`src/rtl/audio_mix_sequencer_if.sv`:
```
// Audio source and published-sample bundle between the audio cards, the mixer and the hdmi block.
// master drives the sources and consumes the samples; slave is the mixer itself.
interface audio_mix_sequencer_if;
   logic [15:0] ssp_audio_i;
   logic [9:0]  mb_audio_l_i;
   logic [9:0]  mb_audio_r_i;
   logic        speaker_bit_i;
   logic        speaker_en_i;
   logic        mute_i;
   logic        sat_clear_i;
   logic        audio_tick_o;
   logic [15:0] sample_l_o;
   logic [15:0] sample_r_o;
   logic        sample_valid_o;
   logic        sat_flag_o;

   modport master (
      output ssp_audio_i, mb_audio_l_i, mb_audio_r_i, speaker_bit_i,
             speaker_en_i, mute_i, sat_clear_i,
      input  audio_tick_o, sample_l_o, sample_r_o, sample_valid_o, sat_flag_o
   );

   modport slave (
      input  ssp_audio_i, mb_audio_l_i, mb_audio_r_i, speaker_bit_i,
             speaker_en_i, mute_i, sat_clear_i,
      output audio_tick_o, sample_l_o, sample_r_o, sample_valid_o, sat_flag_o
   );
endinterface

```
`src/rtl/audio_mix_sequencer.sv`:
```
// Audio tick generator and stereo mixer sharing one saturating accumulator; sample published
// 11 cycles after each tick, no backpressure (the hdmi side samples on sample_valid_o).
module audio_mix_sequencer #(
   parameter int          CLOCK_SPEED_HZ    = 27_000_000,
   parameter int          AUDIO_RATE        = 44100,
   parameter logic [15:0] SPEAKER_LEVEL     = 16'h2000,
   parameter int          SPEAKER_PULSE_LEN = 255
) (
   input logic                  clk_pixel,
   input logic                  reset,
   audio_mix_sequencer_if.slave mix
);
   localparam int DIV   = CLOCK_SPEED_HZ / AUDIO_RATE;
   localparam int DIV_W = (DIV > 1) ? $clog2(DIV) : 1;

   generate
      if (DIV < 16) begin : g_div_check
         $error("audio_mix_sequencer: CLOCK_SPEED_HZ / AUDIO_RATE must be at least 16");
      end
   endgenerate

   typedef enum logic [2:0] {IDLE, LATCH, ACC0, ACC1, ACC2, SAT, PUBLISH} state_t;

   state_t            state_q, state_d;
   logic              ch_q, ch_d;
   logic [DIV_W-1:0]  div_cnt;
   logic              tick;
   logic              spk_meta, spk_s;
   logic              spk_prev;
   logic [7:0]        spk_cnt;
   logic              spk_on;
   logic [15:0]       ssp_q;
   logic [9:0]        mb_l_q, mb_r_q;
   logic [17:0]       acc;
   logic [15:0]       hold_l, hold_r;
   logic              do_latch, do_acc0, do_acc1, do_acc2, do_sat, do_publish;
   logic [9:0]        mb_sel;
   logic              clamp;
   logic [15:0]       sat_val;

   assign tick             = (div_cnt == DIV_W'(DIV - 1));
   assign mix.audio_tick_o = tick;

   always_ff @(posedge clk_pixel) begin
      if (reset) begin
         div_cnt  <= '0;
         spk_meta <= 1'b0;
         spk_s    <= 1'b0;
      end else begin
         div_cnt  <= tick ? '0 : div_cnt + DIV_W'(1);
         spk_meta <= mix.speaker_bit_i;
         spk_s    <= spk_meta;
      end
   end

   always_ff @(posedge clk_pixel) begin
      if (reset) begin
         state_q <= IDLE;
         ch_q    <= 1'b0;
      end else begin
         state_q <= state_d;
         ch_q    <= ch_d;
      end
   end

   // A tick outside IDLE is dropped; the running sequence is never restarted.
   always_comb begin
      state_d = state_q;
      ch_d    = ch_q;
      case (state_q)
         IDLE:    if (tick) state_d = LATCH;
         LATCH:   begin state_d = ACC0; ch_d = 1'b0; end
         ACC0:    state_d = ACC1;
         ACC1:    state_d = ACC2;
         ACC2:    state_d = SAT;
         SAT:     if (ch_q) state_d = PUBLISH;
                  else begin state_d = ACC0; ch_d = 1'b1; end
         PUBLISH: state_d = IDLE;
         default: state_d = IDLE;
      endcase
   end

   always_comb begin
      do_latch   = 1'b0;
      do_acc0    = 1'b0;
      do_acc1    = 1'b0;
      do_acc2    = 1'b0;
      do_sat     = 1'b0;
      do_publish = 1'b0;
      case (state_q)
         LATCH:   do_latch   = 1'b1;
         ACC0:    do_acc0    = 1'b1;
         ACC1:    do_acc1    = 1'b1;
         ACC2:    do_acc2    = 1'b1;
         SAT:     do_sat     = 1'b1;
         PUBLISH: do_publish = 1'b1;
         default: ;
      endcase
   end

   assign mb_sel  = ch_q ? mb_r_q : mb_l_q;
   assign clamp   = (acc > 18'h0FFFF);
   assign sat_val = clamp ? 16'hFFFF : acc[15:0];

   always_ff @(posedge clk_pixel) begin
      if (reset) begin
         ssp_q              <= '0;
         mb_l_q             <= '0;
         mb_r_q             <= '0;
         spk_on             <= 1'b0;
         spk_prev           <= 1'b0;
         spk_cnt            <= '0;
         acc                <= '0;
         hold_l             <= '0;
         hold_r             <= '0;
         mix.sample_l_o     <= '0;
         mix.sample_r_o     <= '0;
         mix.sample_valid_o <= 1'b0;
         mix.sat_flag_o     <= 1'b0;
      end else begin
         if (do_latch) begin
            ssp_q    <= mix.ssp_audio_i;
            mb_l_q   <= mix.mb_audio_l_i;
            mb_r_q   <= mix.mb_audio_r_i;
            // The pulse sounds only while the previous level is high and the window is open.
            spk_on   <= spk_prev && (spk_cnt != 8'd0) && mix.speaker_en_i;
            spk_prev <= spk_s;
            if (spk_s != spk_prev) begin
               spk_cnt <= 8'(SPEAKER_PULSE_LEN);
            end else if (spk_cnt != 8'd0) begin
               spk_cnt <= spk_cnt - 8'd1;
            end
            acc <= '0;
         end
         if (do_acc0) acc <= {2'b00, ssp_q};
         if (do_acc1) acc <= acc + {4'b0000, mb_sel, 4'b0000};
         if (do_acc2) acc <= acc + (spk_on ? {2'b00, SPEAKER_LEVEL} : 18'd0);
         if (do_sat) begin
            if (ch_q) hold_r <= sat_val;
            else      hold_l <= sat_val;
         end

         if (do_sat && clamp) begin
            mix.sat_flag_o <= 1'b1;
         end else if (mix.sat_clear_i) begin
            mix.sat_flag_o <= 1'b0;
         end

         mix.sample_valid_o <= do_publish;
         if (do_publish) begin
            mix.sample_l_o <= mix.mute_i ? 16'h0000 : hold_l;
            mix.sample_r_o <= mix.mute_i ? 16'h0000 : hold_r;
         end
      end
   end
endmodule

```
`src/flat_wrapper.sv`:
```
// flat-port wrapper written by rule: the top's interface ports become plain ports
module audio_mix_sequencer_flat 
#(
   parameter int          CLOCK_SPEED_HZ    = 27_000_000,
   parameter int          AUDIO_RATE        = 44100,
   parameter logic [15:0] SPEAKER_LEVEL     = 16'h2000,
   parameter int          SPEAKER_PULSE_LEN = 255
)
  (clk_pixel, reset, mix_ssp_audio_i, mix_mb_audio_l_i, mix_mb_audio_r_i, mix_speaker_bit_i, mix_speaker_en_i, mix_mute_i, mix_sat_clear_i, mix_audio_tick_o, mix_sample_l_o, mix_sample_r_o, mix_sample_valid_o, mix_sat_flag_o);
  audio_mix_sequencer_if mix_i ();
  input logic clk_pixel;
  input logic reset;
  input wire logic [$bits(mix_i.ssp_audio_i)-1:0] mix_ssp_audio_i;
  input wire logic [$bits(mix_i.mb_audio_l_i)-1:0] mix_mb_audio_l_i;
  input wire logic [$bits(mix_i.mb_audio_r_i)-1:0] mix_mb_audio_r_i;
  input wire logic [$bits(mix_i.speaker_bit_i)-1:0] mix_speaker_bit_i;
  input wire logic [$bits(mix_i.speaker_en_i)-1:0] mix_speaker_en_i;
  input wire logic [$bits(mix_i.mute_i)-1:0] mix_mute_i;
  input wire logic [$bits(mix_i.sat_clear_i)-1:0] mix_sat_clear_i;
  output wire logic [$bits(mix_i.audio_tick_o)-1:0] mix_audio_tick_o;
  output wire logic [$bits(mix_i.sample_l_o)-1:0] mix_sample_l_o;
  output wire logic [$bits(mix_i.sample_r_o)-1:0] mix_sample_r_o;
  output wire logic [$bits(mix_i.sample_valid_o)-1:0] mix_sample_valid_o;
  output wire logic [$bits(mix_i.sat_flag_o)-1:0] mix_sat_flag_o;
  assign mix_i.ssp_audio_i = mix_ssp_audio_i;
  assign mix_i.mb_audio_l_i = mix_mb_audio_l_i;
  assign mix_i.mb_audio_r_i = mix_mb_audio_r_i;
  assign mix_i.speaker_bit_i = mix_speaker_bit_i;
  assign mix_i.speaker_en_i = mix_speaker_en_i;
  assign mix_i.mute_i = mix_mute_i;
  assign mix_i.sat_clear_i = mix_sat_clear_i;
  assign mix_audio_tick_o = mix_i.audio_tick_o;
  assign mix_sample_l_o = mix_i.sample_l_o;
  assign mix_sample_r_o = mix_i.sample_r_o;
  assign mix_sample_valid_o = mix_i.sample_valid_o;
  assign mix_sat_flag_o = mix_i.sat_flag_o;
  audio_mix_sequencer #(.CLOCK_SPEED_HZ(CLOCK_SPEED_HZ), .AUDIO_RATE(AUDIO_RATE), .SPEAKER_LEVEL(SPEAKER_LEVEL), .SPEAKER_PULSE_LEN(SPEAKER_PULSE_LEN)) u_core (.clk_pixel(clk_pixel), .reset(reset), .mix(mix_i));
endmodule
```
`config.mk`:
```
export PLATFORM = sky130hd
export DESIGN_NAME = audio_mix_sequencer_flat
export DESIGN_NICKNAME = d
export VERILOG_FILES = /design/src/rtl/audio_mix_sequencer_if.sv /design/src/rtl/audio_mix_sequencer.sv /design/src/flat_wrapper.sv
export SDC_FILE = /design/constraint.sdc
export NUM_CORES = 1
export LEC_CHECK = 0
export BUFFER_PORTS_ARGS = -buffer_cell sky130_fd_sc_hd__buf_2
export CAP_MARGIN = 10
export CORE_ASPECT_RATIO = 1.25
export CORE_MARGIN = 2
export CORE_UTILIZATION = 30
export CTS_BUF_LIST = sky130_fd_sc_hd__clkbuf_8
export CTS_CLUSTER_DIAMETER = 40
export CTS_CLUSTER_SIZE = 30
export DETAILED_ROUTE_END_ITERATION = 12
export HOLD_SLACK_MARGIN = 0.15
export PLACE_DENSITY = 0.56
export SLEW_MARGIN = 10
export SYNTH_ARGS = -nofsm -noshare
export SYNTH_HDL_FRONTEND = slang
export SYNTH_SLANG_ARGS = --single-unit
```
`constraint.sdc`:
```
create_clock -name clk_pixel -period 5.4 [get_ports clk_pixel]
set_clock_uncertainty 0.15 [all_clocks]
set_input_delay 1.62 -clock clk_pixel [delete_from_list [all_inputs] [get_ports clk_pixel]]
set_output_delay 1.62 -clock clk_pixel [all_outputs]
set_load 0.01 [all_outputs]
```
==> flow_summary.json <==
{
  "status": "complete, no violations",
  "port-buffer-count": 76,
  "wl_per_cell_um": 14.22,
  "drc": 0,
  "drive_gt1_share_pct": 18.49,
  "grt_pass1_vias": 4710,
  "cap_viol_max_count": 0,
  "p_switching_uw": 475.9,
  "final-seq-area_um2": 2923,
  "pwr-share-comb_pct": 2.0,
  "seq_power_share_pct": 50.8,
  "synthTopCellsByCount": "dfxtp_1, nand2_1, nor2_1, a21oi_1, a211oi_1",
  "gp_congestion": 0.7743,
  "ctsResizeCount": 0,
  "vias": 5015,
  "core_area_um2": 20250,
  "synth-seq-cells": 146,
  "p_leak_nw": 2.753,
  "ir_drop_v": 0.0001485,
  "yosysWarningCount": 0,
  "p_sw_share_pct": 22.40,
  "numCtsBuffers": 17,
  "place_hpwl_um": 10310,
  "seq_area_frac_synth_pct": 46.92,
  "multi_input_area_um2": 3085,
  "gr-total-overflow": 0,
  "final_antenna_net_count": 0,
  "crit_fanout": 4,
  "yosys.cell_count.top_type": "dfxtp_1",
  "clkTransAtPathRegs_ns": 0.09,
  "crit_family": "simple AND/OR/NAND/NOR gates",
  "synth_area_leader_cell": "dfxtp_1",
  "crit_chain": "nor4b_1 -> nand3_1 -> nor4b_2 -> buf_2",
  "clkPwrFrac_pct": 47.2,
  "synth_cell_types": 64,
  "holdWs_ns": 0.2920,
  "min_path_type": "flop to flop",
  "grt_setup_unrepaired": "no",
  "tightest_slew_ns": 0.9591,
  "post-route-period-util_pct": 66.45,
  "clkLatencyLatePin_ns": 0.46,
  "row_count": 58,
  "crit_path_start_kind": "flop",
  "post_cts_buffers": 0,
  "antenna_cells": 0,
  "grt_max_degree": 56,
  "synth_area_leaders": "dfxtp_1, a21oi_1, nand2_1",
  "drv_slew": 0,
  "first_pass_iters": 5,
  "critical_path.endpoint_type": "output port",
  "grtUsageTotal_pct": 14.14,
  "cp.required_ns": 3.63,
  "grt_first_pass_wirelength_um": 24520,
  "async_flop_share_pct": 0,
  "antenna_found_initial": 0,
  "avgSynthCellArea_um2": 8.725,
  "via_per_inst": 4.758,
  "slowest_delay_ns": 0.38,
  "p_per_area_nw_per_um2": 290.5,
  "fin_crit_ns": 3.588,
  "critPathSlowestCell": "nor4b_2",
  "ios": 77,
  "setup_viol": 0,
  "fin_setup_tns_ns": 0,
  "cts.htree.levels": 4,
  "yosysTopAreaCellShare_pct": 46.92,
  "synthCells": 714,
  "synth_area_um2": 6230,
  "clockBufferDepth": 2,
  "fin_nets": 829,
  "die-height_um": 165.1,
  "routed_wl_um": 14980,
  "fill_cells": 2114,
  "synth_edf_count": 0,
  "p_int_mw": 1.649,
  "drtIter0Drc": 230,
  "path_buf_inv": 1,
  "synth-main-ff-cell": "dfxtp_1",
  "finalHoldViolations": 0,
  "fp.dieArea_um2": 21940,
  "synthToLayoutAreaGrowth_pct": 17.41,
  "syn-num-nets": 772,
  "power.total_mw": 2.125,
  "cts_tree": "built",
  "die_w_um": 132.9,
  "cts.sinks": 146,
  "cts-root-buf": "clkbuf_8",
  "initial_utilization_pct": 30.77,
  "max_freq_mhz": 278.7,
  "max-slew-margin-rel_pct": 35.90,
  "critPathArrivalTime_ns": 1.82,
  "postCtsHoldBufs": 0,
  "crit_type": "flop to output port"
}
-- final cells by class --
cell class	instances	share of cell area (%)
clock buffers	17	3.199
clock inverters	15	3.165
inverters	14	0.7184
multi-input cells	507	42.18
flip-flops and latches	146	39.96
well taps	270	4.619
repair buffers	85	6.158
-- sequential cells by signal, indices dropped and copies added, names as in the netlist, 3 cells and up --
name,cells
u_core.mix.sample_r_o,16
u_core.mb_l_q,10
u_core.div_cnt,10
u_core.ssp_q,16
u_core.hold_l,16
u_core.spk_cnt,8
u_core.state_q,3
u_core.hold_r,16
u_core.mb_r_q,10
u_core.mix.sample_l_o,16
u_core.acc,18
-- power by group through the flow --
stage	logic, mW	clock network, mW	registers, mW
floorplan	0.0212	0	1.11
global placement	0.0418	0	1.11
detailed placement	0.0420	0	1.11
CTS	0.0421	1.03	1.08
global route	0.0466	1.07	1.08
finish	0.0415	1.00	1.08
-- routing by layer --
metal | track usage [%] | wire length, µm
met2 | 22.89 | 6896
met5 | 0 | 0
met1 | 18.84 | 7291
met4 | 4.448 | 183
met3 | 3.144 | 612
-- worst paths after layout --
kind                     startpoint               end  slack, ns  depth (start not counted)
setup / recovery  u_core.div_cnt[4]  mix_audio_tick_o       1.81                          4
hold / removal      u_core.spk_meta      u_core.spk_s       0.29                          1
setup reg to reg        u_core.ch_q    u_core.acc[16]       2.22                          9
hold reg to reg     u_core.spk_meta      u_core.spk_s       0.29                          1
-- cell usage in the layout (no fill, tap or decap), types with 6 or more instances in the layout --
cell type,Yosys,final
nor2_1,92,90
dfxtp_1,146,146
nand3_1,15,15
a211oi_1,37,37
nand2_1,92,92
inv_1,14,14
ha_1,15,15
buf_4,0,10
nand2b_1,8,8
o21ai_0,14,14
a22o_1,32,32
nor2b_1,11,11
clkbuf_8,0,17
nor3_1,11,10
a21oi_1,72,71
xor2_1,6,6
xnor2_1,9,9
buf_2,13,75
mux2_2,10,10
-- worst reg2reg max path: stages (launching register included) --
cell and delay (ns):
dfxtp_1 0.81, mux2_2 0.31, ha_1 0.17, inv_1 0.06, fa_1 0.38, nand2b_1 0.18
a21oi_1 0.33, o21ai_0 0.19, o211a_1 0.24, a211o_1 0.26
-- stage by stage --
stage          setup slack, ns  instance area, µm²  cells  utilization, %
6_report                 1.812                7315   1054           36.13
3_5_place_dp             2.110                6844   1022           33.80
5_1_grt                  1.676                7315   1054           36.13
2_1_floorplan            2.504                6230    714               -
3_3_place_gp             2.105                6844   1022           33.80
4_1_cts                  1.748                7310   1054           36.10
-- cells by family (layout without fill, tap and decap cells) --
family          Yosys count  after routing  synth area share, %
fa+ha+maj                16             16                3.334
simple gates            260            260                18.96
flops                   146            146                46.92
mux                      12             12                2.129
buf+inv                  61            131                3.957
compound gates          204            204                22.60
xor+xnor                 15             15                2.109
No activity file was read; power rests on OpenSTA's default activity.
